$ cat config.mk
export PLATFORM = sky130hd
export DESIGN_NAME = adc_fifo_rd_sched_flat
export DESIGN_NICKNAME = d
export VERILOG_FILES = /design/src/rtl/adc_fifo_rd_sched_if.sv /design/src/rtl/adc_fifo_rd_sched.sv /design/src/flat_wrapper.sv
export SDC_FILE = /design/constraint.sdc
export NUM_CORES = 1
export LEC_CHECK = 0
export ABC_AREA = 0
export CORE_UTILIZATION = 50
export DETAILED_ROUTE_END_ITERATION = 10
export DONT_BUFFER_PORTS = 1
export SYNTH_ARGS = -nofsm -noshare
export SYNTH_HDL_FRONTEND = slang
export SYNTH_SLANG_ARGS = --single-unit
export TNS_END_PERCENT = 100
$ cat constraint.sdc
create_clock -name adc_fifo_clk_rd -period 5.95 [get_ports adc_fifo_clk_rd]
set_input_delay 1.19 -clock adc_fifo_clk_rd [delete_from_list [all_inputs] [get_ports adc_fifo_clk_rd]]
set_output_delay 1.19 -clock adc_fifo_clk_rd [all_outputs]
set_load 0.03 [all_outputs]
$ cat src/rtl/adc_fifo_rd_sched_if.sv
// ---------------------------------------------------------------------------
// adc_fifo_rd_sched_if
//   Bundles the FIFO read port and the outgoing stream of the ADC FIFO read
//   scheduler.
//
//   FIFO side : fifo_rd_rdy, fifo_rd_empty, fifo_rd_usedw, fifo_q (to the
//               scheduler), fifo_rd_req (from the scheduler).
//   Stream    : m_data, m_valid, m_last (from the scheduler), m_ready (to it).
//
//   master : the scheduler (issues rdreq, drives the stream).
//   slave  : the environment (FIFO plus stream consumer).
// ---------------------------------------------------------------------------
interface adc_fifo_rd_sched_if #(
    parameter int DATA_W = 32,
    parameter int CNT_W  = 10
);
    logic              fifo_rd_rdy;
    logic              fifo_rd_empty;
    logic [CNT_W-1:0]  fifo_rd_usedw;
    logic [DATA_W-1:0] fifo_q;
    logic              fifo_rd_req;

    logic [DATA_W-1:0] m_data;
    logic              m_valid;
    logic              m_ready;
    logic              m_last;

    modport master (
        input  fifo_rd_rdy,
        input  fifo_rd_empty,
        input  fifo_rd_usedw,
        input  fifo_q,
        output fifo_rd_req,
        output m_data,
        output m_valid,
        input  m_ready,
        output m_last
    );

    modport slave (
        output fifo_rd_rdy,
        output fifo_rd_empty,
        output fifo_rd_usedw,
        output fifo_q,
        input  fifo_rd_req,
        input  m_data,
        input  m_valid,
        output m_ready,
        input  m_last
    );
endinterface

$ cat src/rtl/adc_fifo_rd_sched.sv
// ---------------------------------------------------------------------------
// adc_fifo_rd_sched
//   Reads fixed-length bursts out of the ADC capture FIFO (non-showahead,
//   q valid one cycle after rdreq) and presents them as a valid/ready stream
//   with a last marker on the final word of each burst.
//
//   State table
//     IDLE  | no burst in progress, waiting for enable
//     ARM   | waiting for fifo_rd_rdy and at least BURST_LEN words in the FIFO
//     READ  | issuing rdreqs, at most BURST_LEN per burst
//     DRAIN | all rdreqs issued, waiting for the last word to handshake
//
//   Ports
//     adc_fifo_clk_rd  read-side clock, rising edge
//     rst_n            asynchronous active-low reset
//     enable           level, permits new bursts (a running burst always finishes)
//     clr_ovf          pulse, clears overflow_sticky
//     fifo_wr_full     FIFO wrfull from the write clock domain (synchronized here)
//     rd_if            FIFO read port + output stream (master modport)
//     busy             registered, high in any state except IDLE
//     overflow_sticky  set by a synchronized wrfull, cleared by clr_ovf
//     burst_cnt        completed bursts, wrapping 16-bit
// ---------------------------------------------------------------------------
module adc_fifo_rd_sched #(
    parameter int DATA_W    = 32,
    parameter int CNT_W     = 10,
    parameter int BURST_LEN = 256
) (
    input  logic                       adc_fifo_clk_rd,
    input  logic                       rst_n,
    input  logic                       enable,
    input  logic                       clr_ovf,
    input  logic                       fifo_wr_full,
    adc_fifo_rd_sched_if.master        rd_if,
    output logic                       busy,
    output logic                       overflow_sticky,
    output logic [15:0]                burst_cnt
);

    typedef enum logic [1:0] {
        IDLE  = 2'd0,
        ARM   = 2'd1,
        READ  = 2'd2,
        DRAIN = 2'd3
    } state_t;

    localparam logic [CNT_W-1:0] BURST_LEN_C = CNT_W'(BURST_LEN);
    localparam logic [CNT_W-1:0] LAST_REQ_C  = CNT_W'(BURST_LEN - 1);

    state_t            state;
    logic [CNT_W-1:0]  req_cnt;

    // rd_pend marks a word arriving on fifo_q this cycle (rdreq last cycle);
    // pend_last tags it as the final word of the burst.
    logic              rd_pend;
    logic              pend_last;

    // Second buffer entry; the head entry is the m_data/m_valid/m_last
    // registers themselves.
    logic [DATA_W-1:0] sk_data;
    logic              sk_last;
    logic              sk_valid;

    logic              hs;
    logic              last_hs;
    logic              rd_req;
    logic [1:0]        occ_after;

    logic              ovf_s1;
    logic              ovf_s2;

    assign hs      = rd_if.m_valid & rd_if.m_ready;
    assign last_hs = hs & rd_if.m_last;

    // Buffered words left after this cycle's handshake plus the word landing
    // from the FIFO now. Never exceeds 2, and hs implies m_valid, so 2 bits
    // cannot wrap.
    always_comb begin
        occ_after = {1'b0, rd_if.m_valid} + {1'b0, sk_valid}
                  + {1'b0, rd_pend} - {1'b0, hs};
    end

    // rdreq is combinational so that an empty FIFO or a stalled consumer
    // stops requests in the same cycle, while back-to-back reads still run at
    // one word per clock.
    assign rd_req = (state == READ)
                  && !rd_if.fifo_rd_empty
                  && (req_cnt < BURST_LEN_C)
                  && (occ_after < 2'd2);

    assign rd_if.fifo_rd_req = rd_req;

    always_ff @(posedge adc_fifo_clk_rd or negedge rst_n) begin
        if (!rst_n) begin
            state   <= IDLE;
            busy    <= 1'b0;
            req_cnt <= '0;
        end else begin
            case (state)
                IDLE: begin
                    if (enable) begin
                        state <= ARM;
                        busy  <= 1'b1;
                    end
                end
                ARM: begin
                    if (!enable) begin
                        state <= IDLE;
                        busy  <= 1'b0;
                    end else if (rd_if.fifo_rd_rdy && (rd_if.fifo_rd_usedw >= BURST_LEN_C)) begin
                        state   <= READ;
                        req_cnt <= '0;
                    end
                end
                READ: begin
                    if (rd_req) begin
                        req_cnt <= req_cnt + 1'b1;
                        if (req_cnt == LAST_REQ_C) begin
                            state <= DRAIN;
                        end
                    end
                end
                DRAIN: begin
                    if (last_hs) begin
                        state <= enable ? ARM : IDLE;
                        busy  <= enable;
                    end
                end
                default: begin
                    state <= IDLE;
                    busy  <= 1'b0;
                end
            endcase
        end
    end

    always_ff @(posedge adc_fifo_clk_rd or negedge rst_n) begin
        if (!rst_n) begin
            burst_cnt <= '0;
        end else if (last_hs) begin
            burst_cnt <= burst_cnt + 16'd1;
        end
    end

    always_ff @(posedge adc_fifo_clk_rd or negedge rst_n) begin
        if (!rst_n) begin
            rd_pend       <= 1'b0;
            pend_last     <= 1'b0;
            rd_if.m_data  <= '0;
            rd_if.m_valid <= 1'b0;
            rd_if.m_last  <= 1'b0;
            sk_data       <= '0;
            sk_last       <= 1'b0;
            sk_valid      <= 1'b0;
        end else begin
            rd_pend   <= rd_req;
            pend_last <= rd_req && (req_cnt == LAST_REQ_C);

            if (hs) begin
                if (sk_valid) begin
                    rd_if.m_data <= sk_data;
                    rd_if.m_last <= sk_last;
                    if (rd_pend) begin
                        sk_data <= rd_if.fifo_q;
                        sk_last <= pend_last;
                    end else begin
                        sk_valid <= 1'b0;
                        sk_last  <= 1'b0;
                    end
                end else if (rd_pend) begin
                    rd_if.m_data <= rd_if.fifo_q;
                    rd_if.m_last <= pend_last;
                end else begin
                    rd_if.m_valid <= 1'b0;
                    rd_if.m_last  <= 1'b0;
                end
            end else if (rd_pend) begin
                // rdreq gating guarantees the second entry is free here.
                if (!rd_if.m_valid) begin
                    rd_if.m_data  <= rd_if.fifo_q;
                    rd_if.m_last  <= pend_last;
                    rd_if.m_valid <= 1'b1;
                end else begin
                    sk_data  <= rd_if.fifo_q;
                    sk_last  <= pend_last;
                    sk_valid <= 1'b1;
                end
            end
        end
    end

    // wrfull comes from the write clock domain; two flops before use.
    always_ff @(posedge adc_fifo_clk_rd or negedge rst_n) begin
        if (!rst_n) begin
            ovf_s1          <= 1'b0;
            ovf_s2          <= 1'b0;
            overflow_sticky <= 1'b0;
        end else begin
            ovf_s1 <= fifo_wr_full;
            ovf_s2 <= ovf_s1;
            if (ovf_s2) begin
                overflow_sticky <= 1'b1;
            end else if (clr_ovf) begin
                overflow_sticky <= 1'b0;
            end
        end
    end

endmodule
$ cat src/flat_wrapper.sv
// flat-port wrapper written by rule: the top's interface ports become plain ports
module adc_fifo_rd_sched_flat 
#(
    parameter int DATA_W    = 32,
    parameter int CNT_W     = 10,
    parameter int BURST_LEN = 256
)
  (adc_fifo_clk_rd, rst_n, enable, clr_ovf, fifo_wr_full, busy, overflow_sticky, burst_cnt, rd_if_fifo_rd_rdy, rd_if_fifo_rd_empty, rd_if_fifo_rd_usedw, rd_if_fifo_q, rd_if_fifo_rd_req, rd_if_m_data, rd_if_m_valid, rd_if_m_ready, rd_if_m_last);
  adc_fifo_rd_sched_if #(.DATA_W(DATA_W), .CNT_W(CNT_W)) rd_if_i ();
  input  logic adc_fifo_clk_rd;
  input  logic rst_n;
  input  logic enable;
  input  logic clr_ovf;
  input  logic fifo_wr_full;
  output logic busy;
  output logic overflow_sticky;
  output logic [15:0] burst_cnt;
  input wire logic [$bits(rd_if_i.fifo_rd_rdy)-1:0] rd_if_fifo_rd_rdy;
  input wire logic [$bits(rd_if_i.fifo_rd_empty)-1:0] rd_if_fifo_rd_empty;
  input wire logic [$bits(rd_if_i.fifo_rd_usedw)-1:0] rd_if_fifo_rd_usedw;
  input wire logic [$bits(rd_if_i.fifo_q)-1:0] rd_if_fifo_q;
  output wire logic [$bits(rd_if_i.fifo_rd_req)-1:0] rd_if_fifo_rd_req;
  output wire logic [$bits(rd_if_i.m_data)-1:0] rd_if_m_data;
  output wire logic [$bits(rd_if_i.m_valid)-1:0] rd_if_m_valid;
  input wire logic [$bits(rd_if_i.m_ready)-1:0] rd_if_m_ready;
  output wire logic [$bits(rd_if_i.m_last)-1:0] rd_if_m_last;
  assign rd_if_i.fifo_rd_rdy = rd_if_fifo_rd_rdy;
  assign rd_if_i.fifo_rd_empty = rd_if_fifo_rd_empty;
  assign rd_if_i.fifo_rd_usedw = rd_if_fifo_rd_usedw;
  assign rd_if_i.fifo_q = rd_if_fifo_q;
  assign rd_if_fifo_rd_req = rd_if_i.fifo_rd_req;
  assign rd_if_m_data = rd_if_i.m_data;
  assign rd_if_m_valid = rd_if_i.m_valid;
  assign rd_if_i.m_ready = rd_if_m_ready;
  assign rd_if_m_last = rd_if_i.m_last;
  adc_fifo_rd_sched #(.DATA_W(DATA_W), .CNT_W(CNT_W), .BURST_LEN(BURST_LEN)) u_core (.adc_fifo_clk_rd(adc_fifo_clk_rd), .rst_n(rst_n), .enable(enable), .clr_ovf(clr_ovf), .fifo_wr_full(fifo_wr_full), .rd_if(rd_if_i), .busy(busy), .overflow_sticky(overflow_sticky), .burst_cnt(burst_cnt));
endmodule
# [Yosys cells after proc, flatten, opt, wreduce, memory -nomap -nowiden]
# Index checks and enable logic that the tools add are counted.
[totals] reg_bits=102 in_bits=50
[op_classes] n_lt_le_gt_ge=3 n_addsub=5 bitwise=2 reduce_logical=22 n_mux=45 n_eq_ne=17
[op_table] op="32-bit 2-to-1 mux" n=9
[op_table] op="10-bit 2-to-1 mux" n=3
[op_table] op="1-bit 2-to-1 mux" n=24
[op_table] op="10-bit case mux with 2 select lines" n=1
[op_table] op="16-bit by 1-bit adder with 16-bit output (second input constant)" n=1
[op_table] op="2-bit inequality test (second input constant)" n=7
[op_table] op="2-bit 2-to-1 mux" n=6
[op_table] op="4-bit AND reduction" n=3
[op_table] op="10-bit by 1-bit adder with 10-bit output (second input constant)" n=1
[op_table] op="10-bit by 8-bit == test with 1-bit output (second input constant)" n=1
[op_table] op="10-bit by 9-bit >= comparator with 1-bit output (second input constant)" n=1
[op_table] op="10-bit by 9-bit < comparator with 1-bit output (second input constant)" n=1
[op_table] op="2-bit by 1-bit inequality test with 1-bit output (second input constant)" n=5
[op_table] op="2-bit nonzero test" n=5
[op_table] op="3-bit AND reduction" n=3
[op_table] op="2-bit case mux with 4 select lines" n=1
[op_table] op="1-bit logical AND" n=5
[op_table] op="5-bit AND reduction" n=1
[op_table] op="2-bit == test (second input constant)" n=2
[op_table] op="2-bit AND reduction" n=2
[op_table] op="3-bit by 2-bit inequality test with 1-bit output (second input constant)" n=1
[op_table] op="1-bit case mux with 3 select lines" n=1
[op_table] op="3-bit nonzero test" n=1
[op_table] op="1-bit by 1-bit adder with 2-bit output" n=1
[op_table] op="7 further kinds" n=8

# [Depth between registers and ports, before layout]
# Gate-level depths: netlist of the first run.
[depth] depth_word=7 ltp_mapped=9

# [Least setup slack after synthesis of the first run]
# OpenSTA, ideal clock, no wires.
[synth_timing] path_kind="input to output" from="input rd_if_m_ready" to="output rd_if_fifo_rd_req" stages=8 n_path_buf=2 t_required_ns=4.760 t_arrival_ns=2.971 slack_ns=1.789 path_cell_list="buf_2 > nand2_1 > ha_1 > ha_1 > a21oi_1 > mux2i_1 > buf_6 > nor2_1"
[synth_between] elab_chain_len=4
[synth_rtl] item="start, declared" line_no="flat_wrapper.sv:25" text="input wire logic [$bits(rd_if_i.m_ready)-1:0] rd_if_m_ready;"
[synth_rtl] item="1-bit AND" line_no="adc_fifo_rd_sched.sv:72" text="assign hs = rd_if.m_valid & rd_if.m_ready;"
[synth_rtl] item="2-bit by 1-bit subtractor with 2-bit output" line_no="adc_fifo_rd_sched.sv:80" text="+ {1'b0, rd_pend} - {1'b0, hs};"
[synth_rtl] item="2-bit < comparator" line_no="adc_fifo_rd_sched.sv:89" text="&& (occ_after < 2'd2);"
[synth_rtl] item="1-bit logical AND" line_no="adc_fifo_rd_sched.sv:89"
[synth_rtl] item="end, declared" line_no="flat_wrapper.sv:22" text="output wire logic [$bits(rd_if_i.fifo_rd_req)-1:0] rd_if_fifo_rd_req;"
# Every way passes these cells.

# [Worst setup path in the final report of the first run]
[layout_timing] from="register u_core.rd_if.m_valid" to="output rd_if_fifo_rd_req"
[layout_between] elab_chain_len=5 word_cells_on_any_way=6
[layout_rtl] item="start, declared" line_no="adc_fifo_rd_sched_if.sv:35" text="output m_valid,"
[layout_rtl] item="start signal, assigned" line_no="adc_fifo_rd_sched.sv:150" text="rd_if.m_valid <= 1'b0;"
[layout_rtl] item="start signal, assigned" line_no="adc_fifo_rd_sched.sv:174" text="rd_if.m_valid <= 1'b0;"
[layout_rtl] item="start signal, assigned" line_no="adc_fifo_rd_sched.sv:182" text="rd_if.m_valid <= 1'b1;"
[layout_rtl] item="1-bit by 1-bit adder with 2-bit output" line_no="adc_fifo_rd_sched.sv:79" text="occ_after = {1'b0, rd_if.m_valid} + {1'b0, sk_valid}"
[layout_rtl] item="2-bit by 1-bit adder with 2-bit output" line_no="adc_fifo_rd_sched.sv:80"
[layout_rtl] item="2-bit by 1-bit subtractor with 2-bit output *" line_no="adc_fifo_rd_sched.sv:80"
[layout_rtl] item="2-bit < comparator *" line_no="adc_fifo_rd_sched.sv:89"
[layout_rtl] item="1-bit logical AND *" line_no="adc_fifo_rd_sched.sv:89"
# Mark *: on every way between the ends. The rest lies on a longest branch, timed or not.

==> flow_summary_export.csv, run 1 <==
group,metric,value,unit
power_and_ir_drop,switchingPower,999,uW
worst_setup_path,arrival,3.31,ns
grt,global_route.usage.met1,21.6,%
power_and_ir_drop,power_density,525,mW/mm2
clocking,cts.reportedPaths.clkPinSlew,0.10,ns
sta,slew_viol_final,0,
sta,max_freq,222,MHz
synth,synthMuxAreaShare,16.1,%
worst_setup_path,path_class,"reg2out",
clocking,htreeDepth,3,
clocking,cts_inserted_buffers,9,
sta,maxSlewHeadroom,27.3,%
floorplan,io-pin-count,103,
power_and_ir_drop,p_leak,0.00217,uW
sta,clock_skew,0.0116,ns
synth,synth_compound_area_share,8.17,%
worst_setup_path,cp.buffers_inverters,0,
synth,synthFlopType,"dfrtp_1",
synth,syn_avg_cell_area,11.7,um2
routing,vias,2759,
status,status,"finished, final reports clean",
routing,drt_first_pass_iters,4,
synth,yosysWarnings,0,
synth,synthSimpleGateAreaFrac,11.5,%
placed_design,dp.cells,478,
flow_run,maxCapViolCount,0,
worst_setup_path,crit_path_start_kind,"flip-flop",
power_and_ir_drop,p_comb_share,26.8,%
sta,min_period_over_period,75.7,%
worst_setup_path,r2r_setup_slack,2.64,ns
worst_setup_path,worstSetupEndpoint,"rd_if_fifo_rd_req",
layout,final_nets,437,
min_path,hp-start,"u_core.ovf_s1",
clocking,cts_tree,"done",
synth,synth-xor-area-share,2.94,%
synth,syn-num-nets,439,
sta,rsz0062_at_grt,"false",
synth,synth_top_family_by_area,"multiplexers",
worst_setup_path,r2r_cells,7,
routing,drtIter0Drc,78,
floorplan,die-height,96.5,um
grt,grt_first_pass_wirelength,12300,um
synth,postSynthCellCount,383,
worst_setup_path,path_max_fanout,14,
clocking,postCtsSetupBuffers,0,
layout,final_cells,493,
clocking,postCtsResizedCells,0,
layout,multi_input_area,0.00183,mm2
routing,vias_per_cell,5.60,
sta,setup_violations,0,
placed_design,gp_congestion,0.817,
sta,hold_viol,0,
floorplan,std_cell_rows,34,
worst_setup_path,startpoint,"u_core.rd_if.m_valid",
synth,netlist_area,0.00447,mm2
floorplan,coreArea,0.00868,mm2
placed_design,portBuffers,0,
grt,top_usage_layer,"met2",
floorplan,start_util,51.5,%
worst_setup_path,path_depth,6,
worst_setup_path,regToRegStartpoint,"u_core.rd_if.m_valid",
layout,final_cell_mix,"dfrtp_1, nor2_1, a21oi_1",
worst_setup_path,crit_chain,"nand2_1 > ha_1 > ha_1 > a21oi_1 > mux2i_1 > nor2_1",
worst_setup_path,reg2reg_to,"u_core.req_cnt[0]",
synth,yosys.area.top_type_share,57.1,%
power_and_ir_drop,p_int,1500,uW
synth,yosysSeqAreaShare,57.1,%
clocking,cts.path.max_buffers,2,
worst_setup_path,slowest_stage,"mux2i_1",
layout,drive_gt1_share,14.0,%
worst_setup_path,crit_top_cell,"ha_1",
grt,grt_pass1_vias,2672,
sta,tightestPinTransition,1.09,ns
layout,layout_commonest_cell,"dfrtp_1",
worst_setup_path,path_delay_family,"multiplexers",
clocking,clock_latency,0.36,ns
clocking,cts_hold_buf,0,
clocking,cts-root-buf,"clkbuf_8",
clocking,numClockSinks,102,
routing,ant_nets,0,
power_and_ir_drop,swShare,40.0,%
grt,antenna_found_initial,0,
synth,synthTopCellsByArea,"dfrtp_1, mux2i_1, mux2_2",
routing,wl,7900,um
grt,use_met2,28.6,%
min_path,min_path_type,"reg2reg",
synth,synthDistinctLibCells,40,
floorplan,dieWidth,96.5,um
power_and_ir_drop,p_clk_share,17.5,%
sta,finalCriticalPeriod,4.50,ns
synth,synthAdderAreaFrac,1.68,%
floorplan,die_area,0.00932,mm2
power_and_ir_drop,ir_worst_vdd,0.202,mV
worst_setup_path,critPathCaptureType,"output pin",
power_and_ir_drop,p_seq_share,55.7,%
grt,gr-usage-all-layers,17.5,%
placed_design,dpl.hpwl,5130,um
worst_setup_path,critical_path_required,4.76,ns
synth,synthArstFlopShare,100,%
layout,register_area,0.00255,mm2
sta,finalSetupTns,0,ns
routing,wire_per_inst,16.0,um
layout,insertedDiodeCount,0,
synth,synth_area_leader_cell,"dfrtp_1",
layout,syn_to_final_growth,6.55,%
worst_setup_path,max_stage_delay,0.78,ns
grt,grt_max_degree,103,
routing,drc_errors,0,
grt,grt_use_met3,5.48,%
synth,synth_edf_count,0,
grt,grt.overflow.total,0,
layout,fillers,765,
synth,ys_ff_latch,102,
[cell usage after synthesis (all sizes together), types with 3 or more instances]
| cell type | instances |
|---|---|
| a21oi | 40 |
| buf | 12 |
| clkbuf | 3 |
| dfrtp | 102 |
| ha | 6 |
| inv | 9 |
| mux2 | 32 |
| mux2i | 36 |
| nand2 | 23 |
| nand2b | 4 |
| nand3 | 12 |
| nand4 | 4 |
| nor2 | 42 |
| nor2b | 4 |
| nor4 | 3 |
| o21ai | 7 |
| o31ai | 4 |
| or4 | 4 |
| xnor2 | 12 |
| xor2 | 3 |
[registers in the layout (all words and copies together) (netlist names), named ones only]
register	cells
u_core.state	1
u_core.ovf_s2	1
u_core.rd_if.m_valid	1
u_core.busy	1
u_core.sk_last	1
u_core.rd_if.m_last	1
u_core.ovf_s1	1
u_core.overflow_sticky	1
u_core.burst_cnt	16
u_core.pend_last	1
u_core.rd_pend	1
u_core.sk_valid	1
u_core.sk_data	32
u_core.req_cnt	10
u_core.rd_if.m_data	32
[worst register-to-register path, cell delays in order, from the launching register on]
cell and delay, ns:
dfrtp_1 0.77, nand2_1 0.20, ha_1 0.32, ha_1 0.27
a21oi_1 0.18, mux2i_1 0.78, nor2_1 0.43, mux2i_1 0.21
[per-layer routing]
| metal | routed length, um | part of all wire (%) |
|---|---|---|
| met3 | 516 | 6.5 |
| met1 | 3440 | 44 |
| met5 | 0 | 0 |
| met4 | 115 | 1.5 |
| met2 | 3820 | 48 |
[power groups by stage]
| stage | Sequential, uW | Clock (uW) | Combinational (uW) |
|---|---|---|---|
| floorplan | 1350 | 0 | 597 |
| global route | 1440 | 480 | 761 |
| CTS | 1400 | 451 | 685 |
| detailed placement | 1410 | 0 | 683 |
| finish | 1390 | 436 | 671 |
| global placement | 1400 | 0 | 659 |
[per-stage QoR]
step / total power (uW) / util (%) / hold WS [ns] / cell area, um2 / setup slack [ns]
after detailed placement: 2090 / 52.6 / 0.337 / 4570 / 1.51
after global routing: 2680 / 54.9 / 0.369 / 4760 / 1.16
after global placement: 2060 / 52.6 / 0.334 / 4570 / 1.52
after floorplan: 1940 / - / 0.331 / 4470 / 1.79
final: 2500 / 54.9 / 0.356 / 4760 / 1.45
after CTS: 2530 / 54.9 / 0.361 / 4760 / 1.41
[area by class of cell]
type | count | share of cell area, %
multi-input cells | 257 | 38.4
repair buffers | 2 | 0.315
inverters | 9 | 0.709
well taps | 108 | 2.84
clock buffers | 10 | 2.89
clock inverters | 5 | 1.23
flip-flops and latches | 102 | 53.6
[worst min path at each step]
stage	end	cells after the start	slack (ns)
after global placement	u_core.ovf_s2	0	0.33
after detailed placement	u_core.ovf_s2	0	0.34
after CTS	u_core.ovf_s2	0	0.36
after floorplan	u_core.ovf_s2	0	0.33
final	u_core.ovf_s2	0	0.36
after global routing	u_core.ovf_s2	0	0.37
[kinds of logic (layout without fill, tap and decap cells)]
family / count (synthesis) / count (layout)
and+or+nand+nor: 106 / 106
DFF: 102 / 102
muxes: 68 / 68
AOI/OAI and AO/OA: 62 / 62
buffers and inverters: 24 / 26
xor gates and xnor gates: 15 / 15
adders and majority gates: 6 / 6
(Power assumes the default switching activity.)
==> run 2: changes to the inputs <==
Clock period 5.95 ns to 4.25 ns, I/O delays scaled along.
==> flow_summary_export.csv, run 2 (synthesized netlist as in run 1, its figures left out) <==
group,metric,value,unit
power_and_ir_drop,ir_worst_vdd,0.279,mV
floorplan,die-height,96.5,um
layout,syn_to_final_growth,6.36,%
grt,grt_pass1_vias,2593,
layout,final_nets,439,
floorplan,std_cell_rows,34,
routing,wl,7960,um
floorplan,die_area,0.00932,mm2
worst_setup_path,critical_path_required,3.40,ns
worst_setup_path,crit_path_start_kind,"flip-flop",
sta,setup_violations,0,
floorplan,start_util,51.5,%
worst_setup_path,path_max_fanout,14,
sta,min_period_over_period,83.5,%
sta,clock_skew,0.0177,ns
worst_setup_path,max_stage_delay,0.75,ns
power_and_ir_drop,p_leak,0.00216,uW
routing,drc_errors,0,
placed_design,dpl.hpwl,5190,um
placed_design,portBuffers,0,
clocking,cts-root-buf,"clkbuf_8",
layout,fillers,764,
clocking,cts_tree,"done",
worst_setup_path,path_delay_family,"flip-flops",
worst_setup_path,regToRegStartpoint,"u_core.rd_if.m_valid",
clocking,cts_hold_buf,0,
status,status,"finished, final reports clean",
grt,gr-usage-all-layers,17.6,%
clocking,htreeDepth,3,
worst_setup_path,r2r_setup_slack,1.48,ns
routing,drtIter0Drc,101,
worst_setup_path,r2r_cells,8,
sta,tightestPinTransition,1.06,ns
routing,ant_nets,0,
worst_setup_path,slowest_stage,"dfrtp_1",
sta,maxSlewHeadroom,28.8,%
power_and_ir_drop,power,3450,uW
clocking,postCtsResizedCells,0,
layout,largest_registers,"u_core.rd_if.m_data (32), u_core.sk_data (32), u_core.burst_cnt (16)",
layout,drive_gt1_share,14.4,%
floorplan,dieWidth,96.5,um
clocking,cts.reportedPaths.clkPinSlew,0.10,ns
sta,finalSetupTns,0,ns
routing,drt_first_pass_iters,5,
power_and_ir_drop,power_density,727,mW/mm2
placed_design,gp_congestion,0.808,
worst_setup_path,crit_chain,"nand2_1 > ha_1 > ha_1 > a21oi_1 > mux2i_1 > buf_4 > nor2_1 > buf_4",
grt,grt_max_degree,103,
worst_setup_path,cp.buffers_inverters,2,
clocking,cts.path.max_buffers,2,
worst_setup_path,path_class,"reg2out",
routing,wire_per_inst,16.1,um
layout,layout_commonest_cell,"dfrtp_1",
clocking,clock_latency,0.36,ns
layout,register_area,0.00255,mm2
grt,grt_first_pass_wirelength,12300,um
clocking,cts_inserted_buffers,9,
clocking,postCtsSetupBuffers,0,
layout,multi_input_area,0.00183,mm2
worst_setup_path,arrival,2.70,ns
layout,final_cell_mix,"dfrtp_1, nor2_1, a21oi_1",
layout,insertedDiodeCount,0,
sta,finalCriticalPeriod,3.55,ns
worst_setup_path,reg2reg_to,"u_core.state[0]",
floorplan,io-pin-count,103,
floorplan,coreArea,0.00868,mm2
flow_run,maxCapViolCount,0,
sta,slew_viol_final,0,
routing,vias,2770,
clocking,numClockSinks,102,
worst_setup_path,critPathCaptureType,"output pin",
sta,hold_viol,0,
routing,vias_per_cell,5.58,
sta,rsz0062_at_grt,"false",
min_path,min_path_type,"in2async",
grt,grt.overflow.total,0,
sta,max_freq,282,MHz
grt,antenna_found_initial,0,
[run 2: cell count changes in the layout (fill, tap and decap cells not counted)]
cell        before  now
inv_6            1    2
buf_4            2    4
clkbuf_8        10    9
clkbuf_1         0    1
bufinv_16        1    0
clkinvlp_4       2    3
[run 2: metal layers]
metal | track usage, % | up-vias | share of wire [%]
li1 | - | 1344 | -
met1 | 22.3 | 1350 | 43
met2 | 28.3 | 68 | 49
met3 | 5.01 | 8 | 6.5
met4 | 7.35 | 0 | 1.1
met5 | 0 | - | 0
[run 2: how the worst max path moves through the flow]
stage	startpoint	endpoint	slack [ns]	cells after the start
after floorplan	rd_if_m_ready	rd_if_fifo_rd_req	0.77	8
after global placement	rd_if_m_ready	rd_if_fifo_rd_req	1.09	8
after detailed placement	u_core.rd_if.m_valid	rd_if_fifo_rd_req	1.08	8
after CTS	u_core.rd_if.m_valid	rd_if_fifo_rd_req	0.68	8
after global routing	u_core.rd_if.m_valid	rd_if_fifo_rd_req	0.49	8
final	u_core.rd_if.m_valid	rd_if_fifo_rd_req	0.70	8
[run 2: worst reg2reg max path, cell delays in order (launching register included)]
cell     delay, ns
dfrtp_1       0.75
nand2_1       0.19
ha_1          0.31
ha_1          0.27
a21oi_1       0.18
mux2i_1       0.09
buf_4         0.18
nor4_1        0.46
o221a_1       0.27
[run 2: final cells by class]
| class | instances | share of cell area (%) |
|---|---|---|
| clock buffers | 10 | 2.68 |
| repair buffers | 4 | 0.632 |
| clock inverters | 6 | 0.948 |
| inverters | 9 | 0.711 |
| flip-flops and latches | 102 | 53.7 |
| multi-input cells | 257 | 38.5 |
| well taps | 108 | 2.84 |
[run 2: power breakdown]
part	total [uW]	switching [uW]	internal, uW
Clock	547	331	216
Combinational	956	473	484
Sequential	1950	608	1340
[run 2: stage by stage]
stage	hold slack, ns	instance area, um2	utilization, %	instances	worst slack, ns
final	0.171	4750	54.8	496	0.700
after detailed placement	0.336	4580	52.8	480	1.08
after floorplan	0.331	4470	-	383	0.769
after CTS	0.151	4750	54.8	496	0.677
after global routing	0.135	4750	54.8	496	0.490
after global placement	0.334	4580	52.8	480	1.09
